[src/rtl/instr_encoder_if.sv]
`default_nettype none
// ============================================================================
// Module   : instr_encoder_if
// Brief    : Symbolic-instruction stream and instruction-memory write port.
// Revision : 1.0
// ============================================================================
interface instr_encoder_if #(
    parameter int ADDR_W = 8
);
    logic              in_valid;
    logic              in_ready;
    logic [3:0]        in_op;
    logic [4:0]        in_rs;
    logic [4:0]        in_rt;
    logic [4:0]        in_rd;
    logic [15:0]       in_imm;
    logic [25:0]       in_target;
    logic              mem_we;
    logic [ADDR_W-1:0] mem_addr;
    logic [31:0]       mem_wdata;

    modport master (
        output in_valid, in_op, in_rs, in_rt, in_rd, in_imm, in_target,
        input  in_ready, mem_we, mem_addr, mem_wdata
    );

    modport slave (
        input  in_valid, in_op, in_rs, in_rt, in_rd, in_imm, in_target,
        output in_ready, mem_we, mem_addr, mem_wdata
    );
endinterface
`default_nettype wire

[src/rtl/instr_encoder.sv]
`default_nettype none
// ============================================================================
// Module   : instr_encoder
// Brief    : Packs symbolic MIPS instructions and loads them into imem.
// Revision : 1.0
// ============================================================================
module instr_encoder #(
    parameter int ADDR_W    = 8,
    parameter int BASE_ADDR = 0
) (
    input  wire logic        clk,
    input  wire logic        rst,
    instr_encoder_if.slave   bus,
    input  wire logic        start,
    output logic             busy,
    output logic             done,
    output logic             error,
    output logic [ADDR_W:0]  count
);
    localparam logic [1:0] c_IDLE = 2'd0;
    localparam logic [1:0] c_LOAD = 2'd1;
    localparam logic [1:0] c_DONE = 2'd2;
    localparam logic [1:0] c_ERR  = 2'd3;

    localparam logic [ADDR_W-1:0] c_BASE = ADDR_W'(BASE_ADDR);

    logic [1:0]        r_state;
    logic [1:0]        w_next_state;
    logic [ADDR_W-1:0] r_ptr;
    logic [ADDR_W:0]   r_count;
    logic              r_we;
    logic [ADDR_W-1:0] r_addr;
    logic [31:0]       r_wdata;
    logic [31:0]       w_word;
    logic              w_xfer;
    logic              w_legal;
    logic              w_full;
    logic              w_write;
    logic              w_restart;

    assign w_xfer    = bus.in_valid && (r_state == c_LOAD);
    assign w_legal   = (bus.in_op <= 4'd10);
    // Capacity is judged by the word count; the pointer alone wraps silently.
    assign w_full    = r_count[ADDR_W];
    assign w_write   = w_xfer && w_legal && !w_full;
    assign w_restart = start && (r_state != c_LOAD);

    always_comb begin
        w_word = 32'h0000_0000;
        case (bus.in_op)
            4'd0:    w_word = {6'b000000, bus.in_rs, bus.in_rt, bus.in_rd, 5'b00000, 6'b100000};
            4'd1:    w_word = {6'b000000, bus.in_rs, bus.in_rt, bus.in_rd, 5'b00000, 6'b100010};
            4'd2:    w_word = {6'b000000, bus.in_rs, bus.in_rt, bus.in_rd, 5'b00000, 6'b100100};
            4'd3:    w_word = {6'b000000, bus.in_rs, bus.in_rt, bus.in_rd, 5'b00000, 6'b100101};
            4'd4:    w_word = {6'b000000, bus.in_rs, bus.in_rt, bus.in_rd, 5'b00000, 6'b101010};
            4'd5:    w_word = {6'b100011, bus.in_rs, bus.in_rt, bus.in_imm};
            4'd6:    w_word = {6'b101011, bus.in_rs, bus.in_rt, bus.in_imm};
            4'd7:    w_word = {6'b000010, bus.in_target};
            4'd8:    w_word = {6'b000100, bus.in_rs, bus.in_rt, bus.in_imm};
            4'd9:    w_word = {6'b000101, bus.in_rs, bus.in_rt, bus.in_imm};
            default: w_word = 32'h0000_0000;
        endcase
    end

    always_ff @(posedge clk) begin
        if (rst) begin
            r_state <= c_IDLE;
        end else begin
            r_state <= w_next_state;
        end
    end

    always_comb begin
        w_next_state = r_state;
        case (r_state)
            c_LOAD: begin
                if (w_xfer) begin
                    if (bus.in_op == 4'd11) begin
                        w_next_state = c_DONE;
                    end else if (!w_legal || w_full) begin
                        w_next_state = c_ERR;
                    end
                end
            end
            default: begin
                if (start) begin
                    w_next_state = c_LOAD;
                end
            end
        endcase
    end

    always_comb begin
        bus.in_ready = (r_state == c_LOAD);
        busy         = (r_state == c_LOAD);
        done         = (r_state == c_DONE);
        error        = (r_state == c_ERR);
    end

    // Datapath: pointer/count and the one-cycle registered write presentation.
    always_ff @(posedge clk) begin
        if (rst) begin
            r_ptr   <= c_BASE;
            r_count <= '0;
            r_we    <= 1'b0;
            r_addr  <= c_BASE;
            r_wdata <= 32'h0000_0000;
        end else begin
            r_we <= w_write;
            if (w_restart) begin
                r_ptr   <= c_BASE;
                r_count <= '0;
            end else if (w_write) begin
                r_addr  <= r_ptr;
                r_wdata <= w_word;
                r_ptr   <= r_ptr + 1'b1;
                r_count <= r_count + 1'b1;
            end
        end
    end

    assign bus.mem_we    = r_we;
    assign bus.mem_addr  = r_addr;
    assign bus.mem_wdata = r_wdata;
    assign count         = r_count;

endmodule
`default_nettype wire
[src/flat_wrapper.sv]
// flat-port wrapper written by rule: the top's interface ports become plain ports
module instr_encoder_flat 
#(
    parameter int ADDR_W    = 8,
    parameter int BASE_ADDR = 0
)
  (clk, rst, start, busy, done, error, count, bus_in_valid, bus_in_op, bus_in_rs, bus_in_rt, bus_in_rd, bus_in_imm, bus_in_target, bus_in_ready, bus_mem_we, bus_mem_addr, bus_mem_wdata);
  instr_encoder_if #(.ADDR_W(ADDR_W)) bus_i ();
  input  wire logic clk;
  input  wire logic rst;
  input  wire logic start;
  output logic busy;
  output logic done;
  output logic error;
  output logic [ADDR_W:0] count;
  input wire logic [$bits(bus_i.in_valid)-1:0] bus_in_valid;
  input wire logic [$bits(bus_i.in_op)-1:0] bus_in_op;
  input wire logic [$bits(bus_i.in_rs)-1:0] bus_in_rs;
  input wire logic [$bits(bus_i.in_rt)-1:0] bus_in_rt;
  input wire logic [$bits(bus_i.in_rd)-1:0] bus_in_rd;
  input wire logic [$bits(bus_i.in_imm)-1:0] bus_in_imm;
  input wire logic [$bits(bus_i.in_target)-1:0] bus_in_target;
  output wire logic [$bits(bus_i.in_ready)-1:0] bus_in_ready;
  output wire logic [$bits(bus_i.mem_we)-1:0] bus_mem_we;
  output wire logic [$bits(bus_i.mem_addr)-1:0] bus_mem_addr;
  output wire logic [$bits(bus_i.mem_wdata)-1:0] bus_mem_wdata;
  assign bus_i.in_valid = bus_in_valid;
  assign bus_i.in_op = bus_in_op;
  assign bus_i.in_rs = bus_in_rs;
  assign bus_i.in_rt = bus_in_rt;
  assign bus_i.in_rd = bus_in_rd;
  assign bus_i.in_imm = bus_in_imm;
  assign bus_i.in_target = bus_in_target;
  assign bus_in_ready = bus_i.in_ready;
  assign bus_mem_we = bus_i.mem_we;
  assign bus_mem_addr = bus_i.mem_addr;
  assign bus_mem_wdata = bus_i.mem_wdata;
  instr_encoder #(.ADDR_W(ADDR_W), .BASE_ADDR(BASE_ADDR)) u_core (.clk(clk), .rst(rst), .bus(bus_i), .start(start), .busy(busy), .done(done), .error(error), .count(count));
endmodule
[config.mk]
export PLATFORM = sky130hd
export DESIGN_NAME = instr_encoder_flat
export DESIGN_NICKNAME = d
export VERILOG_FILES = /design/src/rtl/instr_encoder_if.sv /design/src/rtl/instr_encoder.sv /design/src/flat_wrapper.sv
export SDC_FILE = /design/constraint.sdc
export NUM_CORES = 1
export LEC_CHECK = 0
export CORE_ASPECT_RATIO = 1.25
export CORE_MARGIN = 5
export CORE_UTILIZATION = 45
export DETAILED_ROUTE_END_ITERATION = 10
export PLACE_DENSITY = 0.85
export SYNTH_ARGS = -nofsm -noshare
export SYNTH_HDL_FRONTEND = slang
export SYNTH_SLANG_ARGS = --single-unit
[constraint.sdc]
create_clock -name clk -period 2.9 [get_ports clk]
set_input_delay 0.29 -clock clk [delete_from_list [all_inputs] [get_ports clk]]
set_output_delay 0.29 -clock clk [all_outputs]
set_load 0.1 [all_outputs]
Word level (Yosys, flattened, before mapping):

Cells that the tools add are included.

* register bits after elaboration: 60
* latch bits: 0
* memories: 0
* memory bits (read-only): 0
* output and inout bits: 54
* memory bits (writable): 0
* input port bits: 65
* word-level logic and storage cells: 44

* equality and inequality tests: 16
* $add $sub $neg: 2
* bitwise logic cells: 1
* div/mod/pow operators: 0
* reductions and logical operators: 12
* multipliers: 0
* $lt $le $gt $ge: 1
* shift-type cells: 0
* multiplexer cells: 6

Operators with widths (number)
* $pmux 32 s10: 1
* $eq 4x3->1 const B: 4
* $eq 4x4->1 const B: 3
* $mux 2: 5
* $add 9x1->9 const B: 1
* $add 8x1->8 const B: 1
* $eq 4x2->1 const B: 2
* $eq 2x2->1 const B: 2
* $eq 4x1->1 const B: 1
* $le 4x4->1 const B: 1
* $logic_and 1x1->1: 4
* $logic_not 4->1: 1
* $ne 2x1->1 const B: 2
* $ne 3x1->1 const B: 1
* $reduce_and 3->1: 1
* $eq 2x1->1 const B: 1
* $logic_not 1->1: 2
* $reduce_and 2->1: 1
* $reduce_bool 2->1: 1
* $reduce_or 2->1: 1
* $logic_or 1x1->1: 1
* $not 1->1: 1

Depth between registers and ports, before layout:

Gate-level depths: netlist (run 1).

* depth after elaboration: 7
* depth in mapped cells: 8
* depth with buffers taken out: 5

Worst setup path before layout (run 1):

OpenSTA, ideal clock, no wires.

* path type: flip-flop to flip-flop
* start: register u_core.r_state[0]
* end: register u_core.r_ptr[1]
* cell stages (with the launch flop): 5
* data arrival time: 2.622 ns
* period minus slack after synthesis: 2.693 ns
* path buffers: 1
* data required time: 2.829 ns
* setup time: 0.071 ns
* path slack: 0.207 ns
* path through: dfxtp_1 -> nor2b_1 -> o21ai_1 -> clkbuf_1 -> a21oi_1

* word-level cells in the longest chain between the ends: 4
* elaborated cells between the ends (all ways): 7
* classes of those cells: 2 x eq/ne; 5 x reduce/logical

Ends and longest elaborated chain
* from (decl): RTL line instr_encoder.sv:27 `logic [1:0] r_state;`
* from (signal assigned): RTL line instr_encoder.sv:67 `r_state <= c_IDLE;`
* from (signal assigned): RTL line instr_encoder.sv:69 `r_state <= w_next_state;`
* $eq 2x1->1
* net bus_in_ready: RTL line flat_wrapper.sv:23 `output wire logic [$bits(bus_i.in_ready)-1:0] bus_in_ready;`
* $logic_and 1x1->1: RTL line instr_encoder.sv:41 `assign w_xfer = bus.in_valid && (r_state == c_LOAD);`
* $logic_and 1x1->1 (2 in a row): RTL line instr_encoder.sv:45 `assign w_write = w_xfer && w_legal && !w_full;`
* to (signal assigned): RTL line instr_encoder.sv:103 `r_ptr <= c_BASE;`
* to (signal assigned): RTL line instr_encoder.sv:111 `r_ptr <= c_BASE;`
* to (signal assigned): RTL line instr_encoder.sv:116 `r_ptr <= r_ptr + 1'b1;`
* to (decl): RTL line instr_encoder.sv:29 `logic [ADDR_W-1:0] r_ptr;`

The timed path passes the listed nets, and every way through them passes these cells.
A chain may end at the register's enable or synchronous reset.

Worst setup path after layout (run 1):

* start: input bus_in_op[2]
* end: register u_core.r_count[7], in the netlist u_core.count[7]

* word-level cells in the longest chain between the ends: 3

Ends and longest elaborated chain
* from (decl): RTL line flat_wrapper.sv:17 `input wire logic [$bits(bus_i.in_op)-1:0] bus_in_op;`
* $le 4x4->1: RTL line instr_encoder.sv:42 `assign w_legal = (bus.in_op <= 4'd10);`
* $logic_and 1x1->1 (2 in a row): RTL line instr_encoder.sv:45
* to (signal assigned): RTL line instr_encoder.sv:117 `r_count <= r_count + 1'b1;`
* to (decl): RTL line instr_encoder.sv:30 `logic [ADDR_W:0] r_count;`

Every way passes these cells.

==> results of run 1 <==
-- cell usage after synthesis, drive strengths merged, types with 2 or more instances --
cell	count	area, sq um
dfxtp	59	1180
a2111oi	2	25.0
or3	5	31.3
xnor2	6	52.6
a21oi	31	159
a22oi	15	113
ha	2	25.0
a22o	8	70.1
clkbuf	9	33.8
inv	5	18.8
o31ai	5	37.5
nor2	21	81.3
a221o	6	60.1
nand3	8	40.0
and2	2	12.5
a21o	8	60.1
nand4	2	12.5
or4	4	30.0
a211oi	5	37.5
buf	17	103
o21ai	21	105
nand2	49	184
nand2b	9	56.3
nor2b	7	43.8
and3	2	12.5
nor3	4	20.0
-- stage by stage --
| step | power (mW) | cells |
|---|---|---|
| floorplan | 1.09 | 323 |
| global placement | 1.22 | 489 |
| detailed placement | 1.23 | 489 |
| CTS | 2.02 | 505 |
| global route | 2.08 | 505 |
| finish | 2.01 | 505 |
-- area by class of cell --
| type | count | area (sq um) |
|---|---|---|
| Sequential cell | 59 | 1180 |
| Clock inverter | 5 | 77.6 |
| Timing Repair Buffer | 126 | 1110 |
| Inverter | 5 | 18.8 |
| Clock buffer | 11 | 131 |
| Tap cell | 66 | 82.6 |
| Multi-Input combinational cell | 233 | 1360 |
| Fill cell | 496 | 1860 |
-- logic make-up (layout without fill, tap and decap cells) --
logic type / Yosys count / count (layout) / synth area share [%]
buf+inv: 31 / 147 / 5.75
compound gates: 106 / 106 / 26.2
fa+ha+maj: 2 / 2 / 0.928
other cells: 1 / 1 / 0.139
xor+xnor: 6 / 6 / 1.95
simple gates: 118 / 118 / 21.3
flops: 59 / 59 / 43.8
-- layer usage --
metal,part of all wire (%),vias to the layer above
met4,2.1,0
met1,41,1321
li1,-,1371
met2,49,112
met5,0,-
met3,7.8,16
-- placed cells by master, fill, tap and decap left out, types with 4 or more instances in the layout --
| master | count |
|---|---|
| nor3_1 | 4 |
| o21ai_0 | 19 |
| clkdlybuf4s50_1 | 64 |
| a22o_1 | 8 |
| a22oi_1 | 15 |
| a211oi_1 | 5 |
| nand2_1 | 49 |
| nand3_1 | 8 |
| nor2b_1 | 7 |
| a21o_1 | 8 |
| nand2b_1 | 9 |
| xnor2_1 | 6 |
| or4_1 | 4 |
| a221o_1 | 6 |
| o31ai_1 | 5 |
| buf_4 | 62 |
| clkbuf_8 | 9 |
| inv_1 | 5 |
| a21oi_1 | 30 |
| nor2_1 | 20 |
| or3_1 | 5 |
| dfxtp_1 | 59 |
-- power breakdown --
part / internal (mW) / switching, mW / leakage (nW)
registers: 0.827 / 0.0101 / 0.477
clock network: 0.481 / 0.322 / 0.103
logic: 0.141 / 0.233 / 0.994
-- state kept, by name, summed over array words and instances (netlist names) --
register,flops
u_core.r_ptr,8
u_core.bus.mem_we,1
u_core.count,9
u_core.r_state,2
u_core.bus.mem_wdata,31
u_core.bus.mem_addr,8
-- worst reg2reg max path, delay by kind of cell, from the launching register on --
family	cells	cell delay, ps
compound gates	2	390
flops	1	400
simple gates	2	940
-- worst max-delay path by stage --
stage	endpoint	from	slack (ps)	cells after the start
2_1_floorplan	u_core.r_ptr[1]	u_core.r_state[0]	210	4
3_3_place_gp	u_core.r_ptr[5]	bus_in_op[2]	520	5
3_5_place_dp	u_core.r_ptr[7]	bus_in_op[2]	460	5
4_1_cts	u_core.count[7]	bus_in_op[2]	800	5
5_1_grt	u_core.bus.mem_wdata[16]	bus_in_op[2]	660	5
6_report	u_core.count[7]	bus_in_op[2]	800	5
==> results.txt, run 1 <==
Net count, final: 501
R2r setup slk: 1120 ps
Number of global-route vias before repair: 2801
HP Class: reg -> reg
Worst-path clk slew: 70 ps
Drt first-iter violations: 178
CTS tree: built
Placed cell areas: 3750 sq um
Synthesis-to-finish area growth: 46.8%
R2R depth: 4
Worst hold start: u_core.bus.mem_wdata[29]
Root Buffer: clkbuf_8
Final core utilization: 68.0%
Drt first pass iters: 4
Largest net degree at the start of global routing: 24
Max IR drop VDD: 0.000298 V
Cells after Synth: 323
Hold path endpoint: u_core.bus.mem_wdata[29]
Global route hottest layer: met2
Setup WS post-layout: 801 ps
Final antenna-violating net count: 0
Floorplan Core Area: 5820 sq um
Tmin final: 2100 ps
Slowest stage delay, CP: 580 ps
Reg-to-Reg Start: u_core.r_state[0]
Global-route wire length before repair: 13100 um
Relative slew slack: 53.3%
Status: complete, no violations
Hold depth: 2
Cell chain of the critical path: clkdlybuf4s50_1 > a21o_1 > a21o_1 > or4_1 > a21oi_1
Hold Vio Cnt, Final: 0
Slew of the pin with the lowest slew margin: 698 ps
Die Wd: 79.2 um
Fmax: 0.476 GHz
Die ar.: 7650 sq um
R2r endpoint: u_core.bus.mem_wdata[5]
Syn. warnings: 0
# rows: 31
CTS max path bufs: 2
Max-slew violations: 0
Worst Path Max Fanout: 23
PwrDens: 509 nW/um^2
Setup repair bufs after CTS: 0
Sink Count: 59
Synth Net Count: 390
Crit Path Class: in -> reg
Final count of negative-setup-slack endpoints: 0
GRT Util Overall: 21.9%
Delay-heaviest family, CP: compound AO/OA/AOI/OAI gates
DRC: 0
Met3 usage: 5.75%
RSZ-0062 raised after global routing: false
Post-CTS Hold Buffers: 0
Ys async rst share: 0%
Ant diodes: 0
Worst path arrival time: 2370 ps
Most numerous cell on the critical path: a21o_1
Die H: 96.5 um
Leakage power: 1.57 nW
Distinct cells, synth: 44
Initial antenna violation count: 0
Placement Setup Slack: 461 ps
Clk_lat worst skew: 350 ps
Avg Cell Area, Syn: 8.35 sq um
Port bufs: 117
Io pins: 119
H-tree depth: 3
Critical Path Slowest Stage Cell: clkdlybuf4s50_1
Placer Congestion: 0.840
Total wire length: 8180 um
GR Overflow Total: 0
Startpoint Class: input pin
Maximum capacitance violations: 0
Ys flop type: dfxtp_1
GRT met2 Usage: 38.2%
CTS Buf Count: 9
Final Cycle Share: 72.4%
Final Skew: 12.8 ps
Starting Density: 46.3%
Sequential share of the synthesized area: 43.8%
Setup crit end kind: flop
Design area: 3960 sq um
Post_cts resized: 0
Setup tns final: 0 ps
Via count: 2820
Detail Placement HPWL: 6200 um
Post-synth EDFFs: 0
Final hold slack: 457 ps
Drt wl/cell: 16.2 um
Share of cells above drive strength 1: 18.2%
#FFs+latches synth: 59
WP buf/inv: 1
Met1 Usage GRT: 24.7%
Synth Cell Area: 2700 sq um
Required @ worst endpoint: 3170 ps
Drt via density: 5.58
Note: power is estimated with default switching activity, not from simulation.
==> inputs of run 2 (changes only) <==
--- a/config.mk
+++ b/config.mk
@@ -7,9 +7,9 @@
 export LEC_CHECK = 0
 export CORE_ASPECT_RATIO = 1.25
 export CORE_MARGIN = 5
-export CORE_UTILIZATION = 45
+export CORE_UTILIZATION = 38
 export DETAILED_ROUTE_END_ITERATION = 10
-export PLACE_DENSITY = 0.85
+export PLACE_DENSITY = 0.77
 export SYNTH_ARGS = -nofsm -noshare
 export SYNTH_HDL_FRONTEND = slang
 export SYNTH_SLANG_ARGS = --single-unit
==> constraint.sdc (replaced) <==
create_clock -name clk -period 1.7 [get_ports clk]
set_input_delay 0.17 -clock clk [delete_from_list [all_inputs] [get_ports clk]]
set_output_delay 0.17 -clock clk [all_outputs]
set_load 0.1 [all_outputs]
==> results.txt, run 2 (synthesized netlist as in run 1, its figures left out) <==
Tmin final: 1620 ps
Crit Path Class: in -> reg
CTS max path bufs: 2
Met1 Usage GRT: 21.8%
Die ar.: 8890 sq um
Final Skew: 9.45 ps
Maximum capacitance violations: 0
Worst-path clk slew: 70 ps
Final count of negative-setup-slack endpoints: 0
Starting Density: 38.9%
GRT met2 Usage: 35.6%
Overall Power: 3.40 mW
Placement Setup Slack: -386 ps
Max IR drop VDD: 0.000603 V
Final antenna-violating net count: 0
Die Wd: 85.3 um
DRC: 0
Reg-to-Reg Start: u_core.count[8]
RSZ-0062 raised after global routing: false
HP Class: in -> reg
Placer Congestion: 0.877
Fmax: 0.616 GHz
Floorplan Core Area: 6930 sq um
Port bufs: 117
Worst Path Max Fanout: 8
Hold Vio Cnt, Final: 0
Slowest stage delay, CP: 530 ps
Final Cycle Share: 95.5%
Total wire length: 8730 um
Largest net degree at the start of global routing: 18
CTS Buf Count: 9
Max reg flops: 31
Global route hottest layer: met2
Non-filler cells, final: 562
Die H: 104 um
Drt first-iter violations: 82
Initial antenna violation count: 0
Share of cells above drive strength 1: 27.5%
Setup WS post-layout: 76.7 ps
Met3 usage: 4.28%
Number of global-route vias before repair: 2999
Crit path launch: bus_in_op[1]
Startpoint Class: input pin
Slew of the pin with the lowest slew margin: 598 ps
Leakage power: 1.77 nW
Via count: 2946
Setup crit end kind: flop
Final hold slack: 412 ps
WP buf/inv: 1
Net count, final: 534
Required @ worst endpoint: 1960 ps
Critical Path Slowest Stage Cell: clkdlybuf4s50_1
Detail Placement HPWL: 6830 um
PwrDens: 760 nW/um^2
Drt via density: 5.24
# rows: 34
Delay-heaviest family, CP: compound AO/OA/AOI/OAI gates
Commonest cells after routing, fill and taps aside: buf_4, clkdlybuf4s50_1, dfxtp_1
Worst hold start: bus_in_imm[9]
Relative slew slack: 59.7%
Worst path arrival time: 1880 ps
Synthesis-to-finish area growth: 66.0%
Global-route wire length before repair: 14300 um
GR Overflow Total: 0
Clk_lat worst skew: 340 ps
Drt wl/cell: 15.5 um
Status: complete, no violations
Placed cell areas: 4230 sq um
Placed insts: 545
H-tree depth: 3
Commonest non-fill, non-tap cell in the layout: buf_4
Io pins: 119
GRT Util Overall: 19.6%
CTS tree: built
Ant diodes: 0
Drt first pass iters: 4
Sink Count: 59
Filler cells: 572
Design area: 4480 sq um
Root Buffer: clkbuf_8
Cell chain of the critical path: clkdlybuf4s50_1 > a21o_1 > a21o_4 > or4_1 > a21oi_1
Max-slew violations: 0
## run 2: repair_timing
| item | in CTS | in global routing |
|---|---|---|
| gates cloned | 0 | 0 |
| hold buffers | 0 | 0 |
| endpoints found under the setup margin | 19 | 18 |
| setup buffers | 1 | 0 |
| gates resized for setup | 5 | 2 |
## run 2: worst paths after layout
| kind | end | slack [ps] | cells past startpoint |
|---|---|---|---|
| setup / recovery | u_core.count[5] | 80 | 5 |
| hold / removal | u_core.bus.mem_wdata[9] | 410 | 2 |
| setup reg to reg | u_core.bus.mem_wdata[11] | 100 | 6 |
| hold reg to reg | u_core.bus.mem_addr[3] | 460 | 2 |
## run 2: metal layers
| layer | up-vias | wire, um |
|---|---|---|
| met3 | 18 | 501 |
| met2 | 100 | 4480 |
| met1 | 1386 | 3570 |
| li1 | 1442 | - |
| met4 | 0 | 184 |
| met5 | - | 0 |
## run 2: power breakdown
part	internal, mW	switching [mW]	total [mW]
combinational	0.309	0.416	0.725
sequential	1.41	0.0187	1.42
clock	0.677	0.575	1.25
## run 2: worst register-to-register path: stages (launching register included)
cell and delay, ps:
dfxtp_4 370, nand4bb_4 260, buf_4 190, or3_1 350, buf_4 170, nor2_1 110
a221o_1 110
## run 2: stage by stage
step / utilization, % / setup TNS [ps]
CTS: 64.2 / 0
detailed placement: 61.1 / -10950
global route: 64.5 / 0
floorplan: - / 0
finish: 64.5 / 0
global placement: 61.1 / -8680
## run 2: final cells by class
cell class                      instances  area (sq um)  area share (%)
Clock inverter                          6          65.1            1.45
Sequential cell                        59          1200            26.8
Multi-Input combinational cell        233          1410            31.5
Timing Repair Buffer                  159          1540            34.4
Inverter                                5          18.8           0.419
Clock buffer                           10           128            2.85
Tap cell                               90           113            2.52
